## config.mk

```make
export PLATFORM = sky130hd
export DESIGN_NAME = regfile_scoreboard
export DESIGN_NICKNAME = d
export VERILOG_FILES = /design/src/rtl/regfile_scoreboard.sv
export SDC_FILE = /design/constraint.sdc
export NUM_CORES = 1
export LEC_CHECK = 0
export BUFFER_PORTS_ARGS = -buffer_cell sky130_fd_sc_hd__buf_2
export CAP_MARGIN = 25
export CORE_UTILIZATION = 65
export CTS_BUF_LIST = sky130_fd_sc_hd__clkbuf_8
export DETAILED_ROUTE_END_ITERATION = 8
export HOLD_SLACK_MARGIN = 0.02
export PLACE_DENSITY = 0.82
export REMOVE_ABC_BUFFERS = 1
export SETUP_SLACK_MARGIN = 0.5
export SLEW_MARGIN = 20
export SYNTH_ARGS = -nofsm -noshare
export SYNTH_HDL_FRONTEND = slang
export SYNTH_SLANG_ARGS = --single-unit
```

## constraint.sdc

```tcl
create_clock -name clk -period 7.7 [get_ports clk]
set_input_delay 1.54 -clock clk [delete_from_list [all_inputs] [get_ports clk]]
set_output_delay 1.54 -clock clk [all_outputs]
set_load 0.03 [all_outputs]
```

## src/rtl/regfile_scoreboard.sv

```systemverilog
// Register file with per-entry pending-write scoreboard; a post-reset sweep zeroes every entry.
// Optional same-cycle write-to-read bypass is enabled by defining RF_BYPASS_EN.
module regfile_scoreboard #(
   parameter int unsigned DATA_W = 32,
   parameter int unsigned ADDR_W = 5
) (
   input  logic              clk,
   input  logic              rst,
   input  logic [ADDR_W-1:0] A1,
   input  logic [ADDR_W-1:0] A2,
   output logic [DATA_W-1:0] RD1,
   output logic [DATA_W-1:0] RD2,
   input  logic [ADDR_W-1:0] A3,
   input  logic [DATA_W-1:0] WD3,
   input  logic              WE3,
   input  logic              ISS,
   input  logic [ADDR_W-1:0] ISS_A,
   output logic              BUSY1,
   output logic              BUSY2,
   output logic              READY
);

   localparam int unsigned DEPTH = 2 ** ADDR_W;

   typedef enum logic [0:0] {StClear, StRun} state_e;

   state_e            state_q;
   logic [ADDR_W-1:0] cnt_q;
   logic              ready_q;
   logic [DATA_W-1:0] regs_q [DEPTH];
   logic [DEPTH-1:0]  pend_q;

   always_ff @(posedge clk or negedge rst) begin
      if (!rst) begin
         state_q <= StClear;
         cnt_q   <= '0;
         ready_q <= 1'b0;
      end else begin
         case (state_q)
            StClear: begin
               cnt_q <= cnt_q + 1'b1;
               if (&cnt_q) begin
                  state_q <= StRun;
                  ready_q <= 1'b1;
               end
            end
            StRun: begin
               state_q <= StRun;
            end
            default: begin
               state_q <= StClear;
               cnt_q   <= '0;
               ready_q <= 1'b0;
            end
         endcase
      end
   end

   // Storage has no reset; the sweep is the only way entries return to zero.
   always_ff @(posedge clk) begin
      if (state_q == StClear) begin
         regs_q[cnt_q] <= '0;
         pend_q[cnt_q] <= 1'b0;
      end else begin
         if (WE3 && (A3 != '0)) begin
            regs_q[A3] <= WD3;
            pend_q[A3] <= 1'b0;
         end
         // Issue after write so a same-edge issue leaves the entry pending.
         if (ISS && (ISS_A != '0)) begin
            pend_q[ISS_A] <= 1'b1;
         end
      end
   end

   always_comb begin
      RD1   = '0;
      RD2   = '0;
      BUSY1 = 1'b0;
      BUSY2 = 1'b0;
      if (state_q == StRun) begin
         if (A1 != '0) begin
            RD1   = regs_q[A1];
            BUSY1 = pend_q[A1];
         end
         if (A2 != '0) begin
            RD2   = regs_q[A2];
            BUSY2 = pend_q[A2];
         end
`ifdef RF_BYPASS_EN
         if (WE3 && (A3 != '0) && (A3 == A1)) begin
            RD1   = WD3;
            BUSY1 = 1'b0;
         end
         if (WE3 && (A3 != '0) && (A3 == A2)) begin
            RD2   = WD3;
            BUSY2 = 1'b0;
         end
`endif
      end
   end

   assign READY = ready_q;

endmodule

```

==> metrics.md, run 1 <==
| Metric | Value |
|---|---|
| Outcome | complete, no violations |
| GP Congestion | 0.905 |
| Part of the power in combinational logic | under 10% |
| Int Pwr | about 8.6 mW |
| Final #Nets | around 3300 |
| DR DRC count | 0 |
| Switch share | about a quarter |
| FF+latch count, synth | about 1000 |
| Hold-fix buffers, CTS | 0 |
| Pwr Density | between 200 and 250 mW/mm^2 |
| CTS Buffer Depth | 3 |
| RSZ-0062 raised after global routing | false |
| Grt met3 use | about a tenth |
| ANT nets after route | 0 |
| Global route hottest layer | met2 |
| Post-synth EDFFs | slightly below 1000 |
| Initial antenna violation count | 5 |
| Reg power frac | 54.0% |
| Largest net degree at the start of global routing | 96 |
| Cell variety after synth | between 50 and 60 |
| Routed vias | around 33000 |
| Row count | 100 |
| Setup Fix Bufs, Post-CTS | 0 |
| Die Y | ~280 um |
| Grt met2 use | around three fifths |
| Crit path time final | around 5.8 ns |
| Setup CP Type | in -> out |
| CTS tree | yes |
| Routing usage on met1 | between 40% and 50% |
| Synth area leader | edfxtp_1 |
| CTS Buf Count | 162 |
| Detail Placement HPWL | approximately 85 mm |
| Post-synthesis sequential area ratio | 61.9% |
| Worst-skew pair later-pin latency | approximately 0.87 ns |
| Synth top area cells | edfxtp_1, mux2i_1, mux4_2, a22oi_1, o22ai_1 |
| Core area | ~0.075 sq mm |
| Synth warnings | 0 |
| Fin crit share | between 70 and 80% |
| Clock Power Share | about 37% |
| Clock tree sinks | 1030 |
| Req. time, crit path | ~6 ns |
| Die extent in x | approximately 280 um |
| Slew Limit Fails | 0 |
| Hold Crit Class | reg -> reg |
| Net Sw Power | between 2 and 3 mW |
| CP Capture Type | primary output |
| Vias/cell | about 7.7 |
| Max Cap Viol | 0 |
| Violation count after the first detailed-route iteration | roughly 5100 |
| Total track usage | 38.4% |
| Top-area cell type share of the netlist area | about three fifths |
| Worst IR drop on VDD | roughly 0.00015 V |
| Critical path data arrival time | ~4.3 ns |
| Final Hold Fails | 0 |
| Initial Util | between 60% and 70% |
| Avg WL per Cell | about 34 um |
| Worst slew margin | between 10% and 20% |
| Final setup fails | 0 |
| DP Area | around 0.051 sq mm |
| Critical-path maximum fanout | 77 |
| Post-synthesis average cell area | 15.7 sq um |
| Ys flop type | edfxtp_1 |
| Die Area | 0.0772 sq mm |
| Total grt overflow | 0 |
| TritonRoute pass-1 iters | 6 |
| WL final | ~150 mm |
| Layout cells sized above 1 | between 20 and 25% |
| F_max | roughly 0.17 GHz |
| Setup TNS | 0 ns |
| Async S/R FF share, synth | less than 1% |
| Post-route cell area | 0.0539 sq mm |
| Leak Pwr | between 15 and 20 nW |
| Resize count post-CTS | 0 |
| Root buf cell | clkbuf_8 |
| Clock Skews | 0.0396 ns |
| Area Growth Syn to Fin | 8.99% |
| Worst-margin pin slew | approximately 1.2 ns |
| Clock slew at reported path FFs | ~0.050 ns |
| Vias in the first global route | between 30000 and 40000 |
| First-pass GRT wire length | 214 mm |
| Mapped Cells | ~3200 |
| IO buf count | approximately 120 |
| Number of H-tree levels | 4 |
| Ports | between 100 and 150 |
| Startpoint Class | input pin |
| Post-Syn Area | ~0.049 sq mm |
==> power by group through the flow <==
stage	clock (mW)	sequential [mW]	combinational, mW
floorplan	0	6.31	0.547
global placement	0	6.32	0.990
detailed placement	0	6.33	1.02
CTS	4.22	6.21	1.02
global route	4.46	6.21	1.08
finish	4.24	6.21	1.05
==> cells by family after synthesis <==
group / count (synthesis) / share of synthesized area [%]
fa+ha+maj: 5 / 0.127
xor+xnor: 3 / 0.0532
mux: 801 / 21.2
simple gates: 423 / 4.22
buf+inv: 265 / 3.05
compound gates: 625 / 9.43
flops: 1030 / 61.9
==> per-layer routing <==
metal / share of wire [%] / vias up
met5: 0.024 / -
met4: 6.1 / 6
met3: 14 / 629
met2: 46 / 2904
met1: 34 / 16600
li1: - / 13200
==> flip-flops by register name, indices dropped and copies added (netlist names) <==
register and count:
regs_q 992, cnt_q 5, pend_q 31, READY 1, state_q 1
==> critical path, stage by stage <==
cell     delay, ns
buf_8         0.51
or2_2         0.68
buf_4         0.42
o22ai_1       0.13
a22oi_1       0.41
nand4_1       0.20
buf_2         0.23
==> layout make-up <==
type | instances | area (sq um)
clock inverters | 122 | 624
well taps | 969 | 1210
fillers | 4569 | 20900
repair buffers | 213 | 1460
diodes | 2 | 5.00
multi-input cells | 1857 | 17700
flip-flops and latches | 1030 | 30600
inverters | 6 | 22.5
clock buffers | 163 | 2240
==> placed cells by master, fill, tap and decap left out, types with 7 or more instances in the layout <==
cell type,count
a21oi_1,58
a221oi_2,60
a22oi_1,172
a22oi_2,26
and2_1,32
buf_12,7
buf_2,118
buf_4,78
buf_8,9
clkbuf_8,163
clkinv_1,42
clkinv_2,14
dfrtp_1,7
dfxtp_1,31
edfxtp_1,992
inv_1,55
mux2_2,7
mux2i_1,596
mux4_2,198
nand2_1,188
nand3_1,16
nand4_1,68
nor2_1,15
nor2_4,39
nor2b_1,10
o21ai_0,73
o21ai_1,20
o22ai_1,199
==> metrics by stage <==
stage	worst slack (ns)	power [mW]	hold WS (ns)	std cells	util (%)
finish	1.87	11.5	0.475	4362	72.0
global route	1.80	11.7	0.502	4361	72.0
CTS	1.93	11.4	0.474	4353	71.9
detailed placement	1.93	7.34	0.455	4068	68.0
global placement	1.94	7.31	0.456	4068	68.0
floorplan	1.84	6.86	0.447	2893	-
==> worst paths after layout <==
| kind | from | end | slack, ns | cells after the start |
|---|---|---|---|---|
| min reg2reg | READY$_DFFE_PN0P_ | READY$_DFFE_PN0P_ | 0.48 | 1 |
| min in group asynchronous | rst | cnt_q[3]$_DFFE_PN0N_ | 0.56 | 1 |
| max reg2reg | state_q$_DFF_PN0_ | regs_q[25][9]$_DFFE_PP_ | 3.12 | 7 |
| min | READY$_DFFE_PN0P_ | READY$_DFFE_PN0P_ | 0.48 | 1 |
| max in group asynchronous | rst | cnt_q[4]$_DFFE_PN0N_ | 6.95 | 1 |
| max | A1[1] | RD1[14] | 1.87 | 7 |
==> cell usage after synthesis, drive strengths merged, types with 59 or more instances <==
cell type    n
a21oi       59
nand2      188
clkbuf      70
o21ai       93
mux2i      596
a221oi      66
o22ai      199
mux4       198
nand4       68
edfxtp     992
buf        189
a22oi      198
Note: power is estimated with default switching activity, not from simulation.
==> run 2, diff against run 1 <==
Clock period 7.7 ns to 5.5 ns, I/O delays scaled along.
==> metrics.md, run 2 (same netlist as run 1, synthesis figures left out) <==
| Metric | Value |
|---|---|
| Final setup fails | 0 |
| Slew Limit Fails | 0 |
| Worst slew margin | 24.3% |
| Net Sw Power | 4.07 mW |
| TritonRoute pass-1 iters | 7 |
| Setup Fix Bufs, Post-CTS | 0 |
| Worst-margin pin slew | 1.13 ns |
| Core area | between 0.07 and 0.08 sq mm |
| Final Util | approximately 73% |
| Hold Crit Class | in -> async |
| CP Capture Type | primary output |
| Violation count after the first detailed-route iteration | about 4900 |
| Largest net degree at the start of global routing | 85 |
| Number of H-tree levels | 4 |
| Total grt overflow | 0 |
| Die extent in x | 278 um |
| Initial antenna violation count | 10 |
| Final #Nets | 3367 |
| Biggest register | regs_q |
| Reg power frac | about 54% |
| Startpoint Class | input pin |
| Clock Power Share | between 30% and 40% |
| Setup CP Type | in -> out |
| Largest regs | regs_q: 992 flops, pend_q: 31 flops, cnt_q: 5 flops |
| Hold-fix buffers, CTS | 0 |
| Row count | 100 |
| Leak Pwr | just over 20 nW |
| CTS Buf Count | roughly 160 |
| Switch share | between 20% and 30% |
| CP max stage cell | or3b_2 |
| Critical path data arrival time | approximately 3.7 ns |
| Part of the power in combinational logic | a little under a tenth |
| Crit-path cells | buf_8 > or3b_2 > buf_4 > o22ai_1 > o21ai_0 > nand4_1 > buf_2 |
| Ports | roughly 120 |
| Commonest non-fill, non-tap cells in the layout | edfxtp_1, mux2i_1, o22ai_1, mux4_2, nand2_1 |
| Final Hold Fails | 0 |
| R2r setup slk | about 1.7 ns |
| F_max | between 0.2 and 0.25 GHz |
| Most common cell after layout, fill and taps aside | edfxtp_1 |
| Area Growth Syn to Fin | 10.4% |
| Dpl ws | ~0.75 ns |
| Max Cap Viol | 0 |
| Worst-skew pair later-pin latency | just over 0.8 ns |
| IO buf count | between 100 and 150 |
| Setup TNS | 0 ns |
| Crit path time final | 4.84 ns |
| Crit. Startpoint | A1[0] |
| Outcome | complete, no violations |
| Tightest hold margin | about 0.13 ns |
| First-pass GRT wire length | 215 mm |
| Max stage delay on crit path | 0.64 ns |
| DR DRC count | 0 |
| Vias in the first global route | 33500 |
| Layout cells sized above 1 | about a quarter |
| Total track usage | ~39% |
| Req. time, crit path | approximately 4.4 ns |
| Root buf cell | clkbuf_8 |
| Final Worst Setup Slack | around 0.66 ns |
| Max FFs per register | between 900 and 1000 |
| Placed cell count | 4100 |
| CP delay by family, top | buffers and inverters |
| Clock slew at reported path FFs | roughly 0.05 ns |
| Int Pwr | about 12 mW |
| Reg2reg start | state_q$_DFF_PN0_ |
| Die Y | about 280 um |
| CTS Buffer Depth | 3 |
| Clock Skews | about 0.03 ns |
| Critical-path maximum fanout | 40 |
| Detail Placement HPWL | approximately 90 mm |
| Avg WL per Cell | around 34 um |
| Vias/cell | between 7 and 8 |
| Die Area | approximately 0.077 sq mm |
| GP Congestion | 0.912 |
| Initial Util | between 60% and 70% |
| Clock tree sinks | slightly above 1000 |
| WL final | roughly 150 mm |
| Layout Cells excl Fill | ~4400 |
| Worst IR drop on VDD | between 0.0002 and 0.0003 V |
| ANT nets after route | 0 |
| Crit path buffers/inverters | 3 |
| Pwr Density | 298 mW/mm^2 |
| RSZ-0062 raised after global routing | false |
| Fin crit share | between 80 and 90% |
| CTS tree | yes |
| Routed vias | around 34000 |
-- run 2: layout make-up --
class / instances / area [sq um]
diodes: 4 / 10.0
clock buffers: 171 / 2350
clock inverters: 122 / 607
fillers: 4503 / 20300
inverters: 6 / 22.5
multi-input cells: 1857 / 17700
flip-flops and latches: 1030 / 30600
well taps: 969 / 1210
repair buffers: 248 / 2060
-- run 2: timing repair --
action	in CTS	in global routing
gates resized for setup	0	1
endpoints found under the hold margin	0	0
setup endpoints to repair	0	1
-- run 2: stage by stage --
| step | area, sq um | total power, mW |
|---|---|---|
| 5_1_grt | 54600 | 16.6 |
| 2_1_floorplan | 47900 | 9.60 |
| 3_3_place_gp | 51400 | 10.3 |
| 4_1_cts | 54400 | 16.2 |
| 6_report | 54600 | 16.2 |
| 3_5_place_dp | 51400 | 10.3 |
-- run 2: metal layers --
| metal | up-vias | wire length, um | GRT usage [%] |
|---|---|---|---|
| li1 | 13300 | - | - |
| met2 | 2893 | 69200 | 59.2 |
| met3 | 612 | 20100 | 9.98 |
| met1 | 16700 | 51700 | 50.7 |
| met4 | 6 | 8660 | 21.8 |
| met5 | - | 60 | 0 |
-- run 2: worst paths after layout --
check	depth (start not counted)	end
worst max-delay path	7	BUSY1
worst min-delay path	1	READY$_DFFE_PN0P_
worst max register to register	5	regs_q[30][29]$_DFFE_PP_
worst min register to register	1	READY$_DFFE_PN0P_
max in group asynchronous	1	state_q$_DFF_PN0_
min in group clk	1	READY$_DFFE_PN0P_
-- run 2: worst reg2reg max path, stage by stage, from the launching register on --
cell	delay, ns
dfrtp_2	0.69
nand2_1	0.24
a21oi_4	0.91
mux2_2	0.54
nor2_4	0.82
buf_12	0.33
-- run 2: power by group through the flow --
stage               registers (mW)  clock network, mW  logic [mW]
detailed placement            8.86                  0        1.45
CTS                           8.70               6.03        1.46
floorplan                     8.84                  0       0.765
finish                        8.70               6.03        1.51
global placement              8.86                  0        1.42
global route                  8.70               6.34        1.55
